`src/rtl/steer_en_gen.sv`:
```
// steer_en_gen
// Decides from the left/right load-cell readings whether a rider is on the platform and
// balanced enough to enable steering. Holds the OFF/WAIT/STEER state machine, the settle
// timer and the weight/balance comparators.
//
// Ports:
//   clk        system clock
//   rst_n      asynchronous active-low reset
//   pwr_up     system powered; low forces OFF
//   lft_ld     left load-cell reading (unsigned, LD_W bits)
//   rght_ld    right load-cell reading (unsigned, LD_W bits)
//   en_steer   steering enabled (state == STEER)
//   rider_off  no rider present (state == OFF)
//   st         current state: 00 OFF, 01 WAIT, 10 STEER
module steer_en_gen #(
   parameter int unsigned LD_W         = 12,
   parameter int unsigned MIN_RIDER_WT = 'h200,
   parameter int unsigned WT_HYST      = 'h40,
   parameter int unsigned EN_SHIFT     = 2,
   parameter int unsigned DIS_NUM      = 15,
   parameter int unsigned DIS_SHIFT    = 4,
   parameter bit          FAST_SIM     = 1'b1
) (
   input  logic            clk,
   input  logic            rst_n,
   input  logic            pwr_up,
   input  logic [LD_W-1:0] lft_ld,
   input  logic [LD_W-1:0] rght_ld,
   output logic            en_steer,
   output logic            rider_off,
   output logic [1:0]      st
);

   localparam int unsigned SUM_W  = LD_W + 1;
   localparam int unsigned NUM_W  = $clog2(DIS_NUM + 1);
   localparam int unsigned LHS_W  = LD_W + DIS_SHIFT;
   localparam int unsigned RHS_W  = SUM_W + NUM_W;
   // Wide enough for both sides of the disable-ratio compare so neither side truncates.
   localparam int unsigned CMP_W  = (LHS_W > RHS_W) ? LHS_W : RHS_W;
   localparam int unsigned TMR_W  = FAST_SIM ? 15 : 26;
   localparam int unsigned THR_LO = MIN_RIDER_WT - WT_HYST;
   localparam int unsigned THR_HI = MIN_RIDER_WT + WT_HYST;

   typedef enum logic [1:0] {
      StOff   = 2'b00,
      StWait  = 2'b01,
      StSteer = 2'b10
   } state_e;

   state_e             state_q, state_d;
   logic [TMR_W-1:0]   cnt_q, cnt_d;
   logic               clr_tmr;
   logic               tmr_full;

   logic [SUM_W-1:0]   sum;
   logic [LD_W:0]      raw_diff;
   logic [LD_W-1:0]    diff;
   logic [CMP_W-1:0]   dis_lhs, dis_rhs;
   logic               sum_lt_min, sum_gt_min, diff_gt_en, diff_gt_dis;

   // Arithmetic: one extra bit on sum and difference so neither wraps.
   always_comb begin
      sum      = {1'b0, lft_ld} + {1'b0, rght_ld};
      raw_diff = {1'b0, lft_ld} - {1'b0, rght_ld};
      // Magnitude of an LD_W+1-bit signed difference always fits in LD_W bits.
      diff     = raw_diff[LD_W] ? LD_W'(-raw_diff) : raw_diff[LD_W-1:0];
      dis_lhs  = CMP_W'(diff) << DIS_SHIFT;
      dis_rhs  = CMP_W'(sum) * CMP_W'(DIS_NUM);
   end

   assign sum_lt_min  = (32'(sum) < THR_LO);
   assign sum_gt_min  = (32'(sum) > THR_HI);
   assign diff_gt_en  = ({1'b0, diff} > (sum >> EN_SHIFT));
   assign diff_gt_dis = (dis_lhs > dis_rhs);

   // Settle timer: saturates so tmr_full holds until the next clear.
   assign tmr_full = &cnt_q;

   always_comb begin
      cnt_d = cnt_q;
      if (clr_tmr) begin
         cnt_d = '0;
      end else if (!tmr_full) begin
         cnt_d = cnt_q + TMR_W'(1);
      end
   end

   // Next-state logic; branches are ordered by priority.
   always_comb begin
      state_d = state_q;
      clr_tmr = 1'b0;
      if (!pwr_up) begin
         state_d = StOff;
         clr_tmr = 1'b1;
      end else begin
         case (state_q)
            StOff: begin
               if (sum_gt_min) begin
                  state_d = StWait;
                  clr_tmr = 1'b1;
               end
            end
            StWait: begin
               if (sum_lt_min) begin
                  state_d = StOff;
               end else if (diff_gt_en) begin
                  // Imbalance restarts settling even when the timer is already full.
                  clr_tmr = 1'b1;
               end else if (tmr_full) begin
                  state_d = StSteer;
               end
            end
            StSteer: begin
               if (sum_lt_min) begin
                  state_d = StOff;
               end else if (diff_gt_dis) begin
                  state_d = StWait;
                  clr_tmr = 1'b1;
               end
            end
            default: state_d = StOff;
         endcase
      end
   end

   always_ff @(posedge clk or negedge rst_n) begin
      if (!rst_n) begin
         state_q <= StOff;
         cnt_q   <= '0;
      end else begin
         state_q <= state_d;
         cnt_q   <= cnt_d;
      end
   end

   // Moore outputs straight from the state flop.
   assign en_steer  = (state_q == StSteer);
   assign rider_off = (state_q == StOff);
   assign st        = state_q;

endmodule
```
`config.mk`:
```
export PLATFORM = sky130hd
export DESIGN_NAME = steer_en_gen
export DESIGN_NICKNAME = d
export VERILOG_FILES = /design/src/rtl/steer_en_gen.sv
export SDC_FILE = /design/constraint.sdc
export NUM_CORES = 1
export LEC_CHECK = 0
export ABC_AREA = 0
export BUFFER_PORTS_ARGS = -buffer_cell sky130_fd_sc_hd__buf_2
export CORE_MARGIN = 4
export CORE_UTILIZATION = 50
export CTS_CLUSTER_SIZE = 30
export DETAILED_ROUTE_END_ITERATION = 6
export PLACE_DENSITY = 0.68
export SETUP_SLACK_MARGIN = 0.05
export SLEW_MARGIN = 0
export SYNTH_ARGS = -nofsm -noshare
export SYNTH_HDL_FRONTEND = slang
export SYNTH_SLANG_ARGS = --single-unit
export TNS_END_PERCENT = 100
```
`constraint.sdc`:
```
create_clock -name clk -period 2.5 [get_ports clk]
set_input_delay 0.25 -clock clk [delete_from_list [all_inputs] [get_ports clk]]
set_output_delay 0.25 -clock clk [all_outputs]
set_load 0.1 [all_outputs]
```
==> results by group, run 1 <==
Timing
  – Unrepaired setup endpoints after global routing: yes
  – Slew of the pin with the lowest slew margin: 1050 ps
  – Worst hold margin: 398 ps
  – Tcrit/Tclk final: 236%
  – Final setup vio count: 17
  – Skew final: 7.15 ps
  – Tmin final: 5890 ps
  – Fmax: 170 MHz
  – Hold Violations, Final: 0
  – Post-route setup slack: -3390 ps
  – Slew margin rel.: 28.2%
  – Max Slew Vio Count: 0

Setup path
  – Critical path's slowest cell: fa_1
  – R2R Path Start: cnt_q[3]
  – Worst Path Arrival: 6060 ps
  – Worst reg2reg path depth: 8
  – CP Capture Type: flip-flop
  – CP Launch Type: primary input
  – Worst path depth: 31
  – Worst-path fanout max: 4
  – Family with the most delay on the worst path: compound AO/OA/AOI/OAI gates
  – Worst path max stage delay: 520 ps
  – FF-to-FF End: st[0]
  – Worst path most repeated cell: ha_4
  – Reg2reg setup slack: 100 ps
  – Req. time, crit path: 2670 ps
  – Crit Path Category: in -> reg
  – Setup crit start: rght_ld[0]
  – End of the critical path: st[0]
  – CP Buf/Inv Count: 5

Yosys
  – Async SR Flop Fraction: 100%
  – EDFF count, synth: 0
  – Synth Flop Type: dfrtp_1
  – Most frequent cell after synthesis: ha_1
  – Cells after synthesis: 561
  – Synthesized cell area: 0.00457 mm²
  – Post-Syn Nets: 691
  – Synth warnings: 0
  – #FFs+latches synth: 17
  – Register area share after synthesis: 9.31%
  – Synth top cells by count: ha_1, inv_1, a21oi_1
  – Distinct cells, synth: 75
  – Syn Area/Cell: 8.14 µm²
  – Synth area leaders: ha_1, dfrtp_1, fa_1
  – Synth top area share: 23.3%
  – Post-synth top area cell: ha_1

Finish
  – NumNets Final: 906
  – N_diodes: 0
  – Share of cells above drive strength 1: 43.7%
  – Synthesis-to-finish area growth: 51.6%
  – Final Cell Area: 0.00692 mm²

Worst hold path
  – Worst hold path class: in -> reg

Route
  – Pre-Repair DR Iteration Count: 6
  – Final ANT Viol Nets: 0
  – DR DRC count: 0
  – Routed WL: 14000 µm
  – Routed len/inst: 15.8 µm
  – Vias per cell: 5.54
  – Drt initial violations: 204
  – Via count: 4892

Power
  – Worst vdd ir: 0.00114 V
  – Leak pwr: 3.32 nW
  – PD cells: 1580 mW/mm²

Placement
  – Dpl cell area: 0.00618 mm²
  – Post-Place Setup Slack: -3810 ps
  – Routability cong.: 0.917
  – DP HPWL: 10700 µm
  – IO Port Bufs: 30

GRT
  – Number of global-route vias before repair: 5133
  – Initial antenna violation count: 0
  – First-pass GRT wire length: 23100 µm
  – GRT Resource Usage Total: 25.1%
  – GRT overflow: 0
  – Pin count of the biggest net entering global routing: 18

Clock tree
  – CTS root buf: clkbuf_8
  – CTS tree: built
  – Clock-pin slew on the worst setup and hold paths: 70 ps
  – Worst skew pair latency: 250 ps
  – H-tree Lvls: 1
  – Total CTS buffers: 3
  – Clock Sinks: 17
  – Clk buf depth: 2

Floorplanning
  – Die H: 104 µm
  – # rows: 34
  – Core ar.: 0.00881 mm²
  – Initial core utilization: 51.9%
  – Full die area: 0.0107 mm²
  – # IOs: 31
  – Die Width: 104 µm

Job
  – Max-cap check violation count: 0

Status
  – Outcome: complete, but fails checks
  – Failing checks: setup timing
==> cells by family after synthesis <==
family	count (synthesis)	synth area share (%)
buf+inv	92	8.22
fa+ha+maj	103	31.2
simple gates	145	16.8
xor+xnor	58	11.3
compound gates	142	22.2
flops	17	9.31
mux	4	0.986
==> area by class of cell <==
class / instances / area (µm²)
clock inverter: 1 / 5.00
tap: 108 / 135
inverter: 78 / 303
multi-input combinational: 452 / 4340
sequential: 17 / 425
clock buffer: 3 / 41.3
fill: 575 / 1880
timing repair buffer: 224 / 1680
==> how the worst min path moves through the flow <==
stage	startpoint	end	cells after the start	slack, ps
2_1_floorplan	rst_n	cnt_q[0]	0	-50
3_3_place_gp	rst_n	cnt_q[4]	1	180
3_5_place_dp	rst_n	cnt_q[4]	1	200
4_1_cts	pwr_up	st[1]	3	390
5_1_grt	pwr_up	st[1]	3	420
6_report	pwr_up	st[1]	3	400
==> where the power goes <==
part | internal, mW | total [mW] | switching, mW
registers | 0.286 | 0.302 | 0.0153
logic | 5.37 | 10.4 | 5.07
clock network | 0.111 | 0.207 | 0.0963
==> routing by layer <==
layer / track usage (%) / routed length, µm / vias up
met5: 0 / 0 / -
met4: 9.02 / 503 / 0
met3: 1.55 / 396 / 44
met2: 49.2 / 7460 / 110
met1: 28.5 / 5610 / 2341
li1: - / - / 2397
==> registers in the layout, indices dropped and copies added (netlist names) <==
register  count
st            2
cnt_q        15
==> tightest hold or removal path: stages <==
cell     delay [ps]
buf_2           120
o21a_1          160
o22ai_1          70
==> cell usage in the layout, fill, tap and decap left out, types with 8 or more instances in the layout <==
cell and instances:
nor2_2 15, a21oi_2 10, ha_1 68, o21ai_0 10, buf_2 26, dfrtp_1 17
buf_6 11, fa_1 16, ha_4 15, nand2b_1 8, nor2_1 25, nand3_1 10
o21bai_1 8, a21oi_1 34, nor3_1 14, buf_4 184, inv_1 62, nor2b_1 8
inv_2 13, xor2_1 16, xnor2_1 33, nand2_1 25
==> stage by stage <==
step | util, % | cells | setup TNS [ps] | power, mW
floorplan | - | 561 | -52880 | 5.23
global placement | 70.2 | 847 | -60670 | 7.74
detailed placement | 70.2 | 847 | -63730 | 8.09
CTS | 76.6 | 874 | -53280 | 9.92
global route | 78.6 | 883 | -61470 | 11.9
finish | 78.6 | 883 | -56900 | 10.9
==> what timing repair did <==
action | in CTS | in global routing
endpoints found under the hold margin | 17 | 0
resized for setup | 73 | 25
buffers inserted | 22 | 9
cloned | 0 | 0
hold buffers | 1 | 0
endpoints found under the setup margin | 17 | 17
pin swaps | 55 | 44
No activity file was read; power rests on OpenSTA's default activity.
==> run 2: changes to the inputs <==
--- a/config.mk
+++ b/config.mk
@@ -12,6 +12,7 @@
 export CTS_CLUSTER_SIZE = 30
 export DETAILED_ROUTE_END_ITERATION = 6
 export PLACE_DENSITY = 0.68
+export REMOVE_ABC_BUFFERS = 1
 export SETUP_SLACK_MARGIN = 0.05
 export SLEW_MARGIN = 0
 export SYNTH_ARGS = -nofsm -noshare
==> run 2 against run 1 <==
The run still ends with setup timing left. Final cell count fell by 0.57%. Non-clock buffer count decreased by 5. Global-route usage is 0.46 points lower. First-iteration DRC count grew 5.9%. Wire length increased by 9.1%. Worst setup slack worse by 52 ps. Count of clock-buffer cells in the layout unchanged. Total power decreased by 2.5%. Final area is 1.1% lower. Die area unchanged. Worst hold slack lost 4.5 ps. Critical path depth increased by 3. Critical path type unchanged. Largest power group unchanged. Highest routed layer unchanged.
==> results by group, run 2 (same netlist as run 1, synthesis figures left out) <==
Timing
  – Max Slew Vio Count: 0 (unchanged)
  – Slew margin rel.: 61.7% (+34 points)
  – Final TNS setup: -57230 ps (-326 ps)
  – Slew of the pin with the lowest slew margin: 561 ps (-490 ps)
  – Worst hold margin: 393 ps (-4.52 ps)
  – Hold Violations, Final: 0 (unchanged)
  – Fmax: 168 MHz (-0.87%)
  – Post-route setup slack: -3440 ps (-51.7 ps)
  – Unrepaired setup endpoints after global routing: yes
  – Final setup vio count: 17 (unchanged)
  – Skew final: 7.79 ps (+0.638 ps)
  – Tmin final: 5940 ps (+51.7 ps)
  – Tcrit/Tclk final: 238% (+2.1 points)

Placement
  – DP HPWL: 10500 µm (-2.4%)
  – Post-Place Setup Slack: -3900 ps (-83.7 ps)
  – IO Port Bufs: 30 (unchanged)
  – Routability cong.: 0.895 (-2.4%)

Setup path
  – Family with the most delay on the worst path: adder cells
  – CP Launch Type: primary input
  – Worst reg2reg path depth: 8 (unchanged)
  – Crit Path Category: in -> reg
  – Reg2reg setup slack: 180 ps (+80 ps)
  – Worst-path fanout max: 3 (-1)
  – CP Buf/Inv Count: 8 (+3)
  – Worst path most repeated cell: buf_4
  – CP Capture Type: flip-flop
  – Req. time, crit path: 2670 ps (about the same)
  – Worst Path Arrival: 6110 ps (+50 ps)
  – FF-to-FF End: st[0]
  – Setup crit start: rght_ld[0]
  – R2R Path Start: cnt_q[3]
  – Critical path's slowest cell: fa_1
  – Worst path max stage delay: 530 ps (about the same)

Worst hold path
  – Hold depth: 3 (unchanged)
  – Hold Crit Endpoint: st[1]
  – Worst Min Path Start: pwr_up
  – Worst hold path class: in -> reg

Clock tree
  – Worst skew pair latency: 250 ps (about the same)
  – CTS tree: built
  – Clock-pin slew on the worst setup and hold paths: 70 ps (about the same)
  – Clock Sinks: 17 (unchanged)
  – Clk buf depth: 2 (unchanged)
  – CTS root buf: clkbuf_8
  – Total CTS buffers: 3 (unchanged)
  – H-tree Lvls: 1 (unchanged)

Status
  – Failing checks: setup timing
  – Outcome: complete, but fails checks

GRT
  – GRT overflow: 0 (unchanged)
  – Pin count of the biggest net entering global routing: 18 (unchanged)
  – GRT Resource Usage Total: 24.7% (-0.46 points)
  – Initial antenna violation count: 0 (unchanged)
  – Number of global-route vias before repair: 5166 (+0.64%)
  – First-pass GRT wire length: 22700 µm (-1.4%)

Finish
  – NumNets Final: 901 (-0.55%)
  – Highest-count cells in the layout ignoring fill and taps: buf_4, inv_1, ha_1, a21oi_1, xnor2_1
  – N_diodes: 0 (unchanged)
  – Commonest non-fill, non-tap cell in the layout: buf_4
  – Max FFs per register: 15 (unchanged)
  – Top reg by flops: cnt_q
  – Util after Layout: 77.7% (-0.88 points)
  – Share of cells above drive strength 1: 43.0% (-0.75 points)
  – Synthesis-to-finish area growth: 49.9%

Route
  – Drt initial violations: 216 (+5.9%)
  – Routed len/inst: 17.4 µm (+9.7%)
  – Vias per cell: 5.72 (+3.2%)
  – Pre-Repair DR Iteration Count: 5 (-1)
  – Via count: 5019 (+2.6%)
  – DR DRC count: 0 (unchanged)
  – Final ANT Viol Nets: 0 (unchanged)
  – Routed WL: 15200 µm (+9.1%)

Floorplanning
  – Initial core utilization: 51.9% (unchanged)
  – Full die area: 0.0107 mm² (unchanged)
  – # IOs: 31 (unchanged)
  – Core ar.: 0.00881 mm² (unchanged)
  – # rows: 34 (unchanged)
  – Die H: 104 µm (unchanged)
  – Die Width: 104 µm (unchanged)

Power
  – Worst vdd ir: 0.000959 V (-16%)
  – Power, Total: 10.7 mW (-2.5%)
  – PD cells: 1560 mW/mm² (-1.3%)
  – Leak pwr: 3.29 nW (-0.91%)

Job
  – Max-cap check violation count: 0 (unchanged)
## run 2: changes by cell type in the layout (fill, tap and decap cells not counted), moves of 3 or more
cell     before  now
a21oi_4       3    0
ha_1         68   63
ha_4         15   18
inv_1        62   66
inv_2        13   10
o21ai_2       3    6
## run 2: stage by stage
step                      instance area, µm²  instances
after floorplan                         4490        547
after global placement                  5980        846
after detailed placement                5980        846
after CTS                               6520        872
after global routing                    6850        878
final                                   6850        878
## run 2: cell type report
| cell class | instances | area, µm² |
|---|---|---|
| fill | 539 | 1960 |
| clock buffer | 3 | 41.3 |
| inverter | 78 | 298 |
| sequential | 17 | 425 |
| timing repair buffer | 219 | 1620 |
| clock inverter | 1 | 5.00 |
| tap | 108 | 135 |
| multi-input combinational | 452 | 4320 |
## run 2: tightest hold or removal path, cell delays in order
cell and delay (ps):
buf_2 110, o21a_1 160, o22ai_1 70
## run 2: timing repair
item / CTS / global route
pin swaps: 53 / 37
resized for setup: 68 / 51
endpoints found under the hold margin: 17 / 0
setup buffers: 21 / 6
setup endpoints to repair: 17 / 17
hold buffers: 1 / 0
## run 2: how the worst max path moves through the flow
stage	to	slack, ps	cells past startpoint
after floorplan	cnt_q[2]	-4030	26
after global placement	st[0]	-3690	34
after detailed placement	st[0]	-3900	32
after CTS	st[0]	-3230	31
after global routing	st[0]	-3640	36
final	st[0]	-3440	34
## run 2: where the power goes
group / internal (mW) / switching, mW / total, mW / leakage (nW)
clock network: 0.110 / 0.0907 / 0.201 / 0.0255
logic: 5.23 / 4.95 / 10.2 / 3.03
registers: 0.287 / 0.0132 / 0.300 / 0.235
total: 5.62 / 5.06 / 10.7 / 3.29
## run 2: layer usage
layer | wire length [µm] | vias up | track usage, % | part of all wire [%]
met5 | 0 | - | 0 | 0
met2 | 8300 | 186 | 48.1 | 54
met1 | 5680 | 2402 | 27.9 | 37
li1 | - | 2375 | - | -
met3 | 651 | 56 | 1.12 | 4.3
met4 | 617 | 0 | 10.1 | 4.0
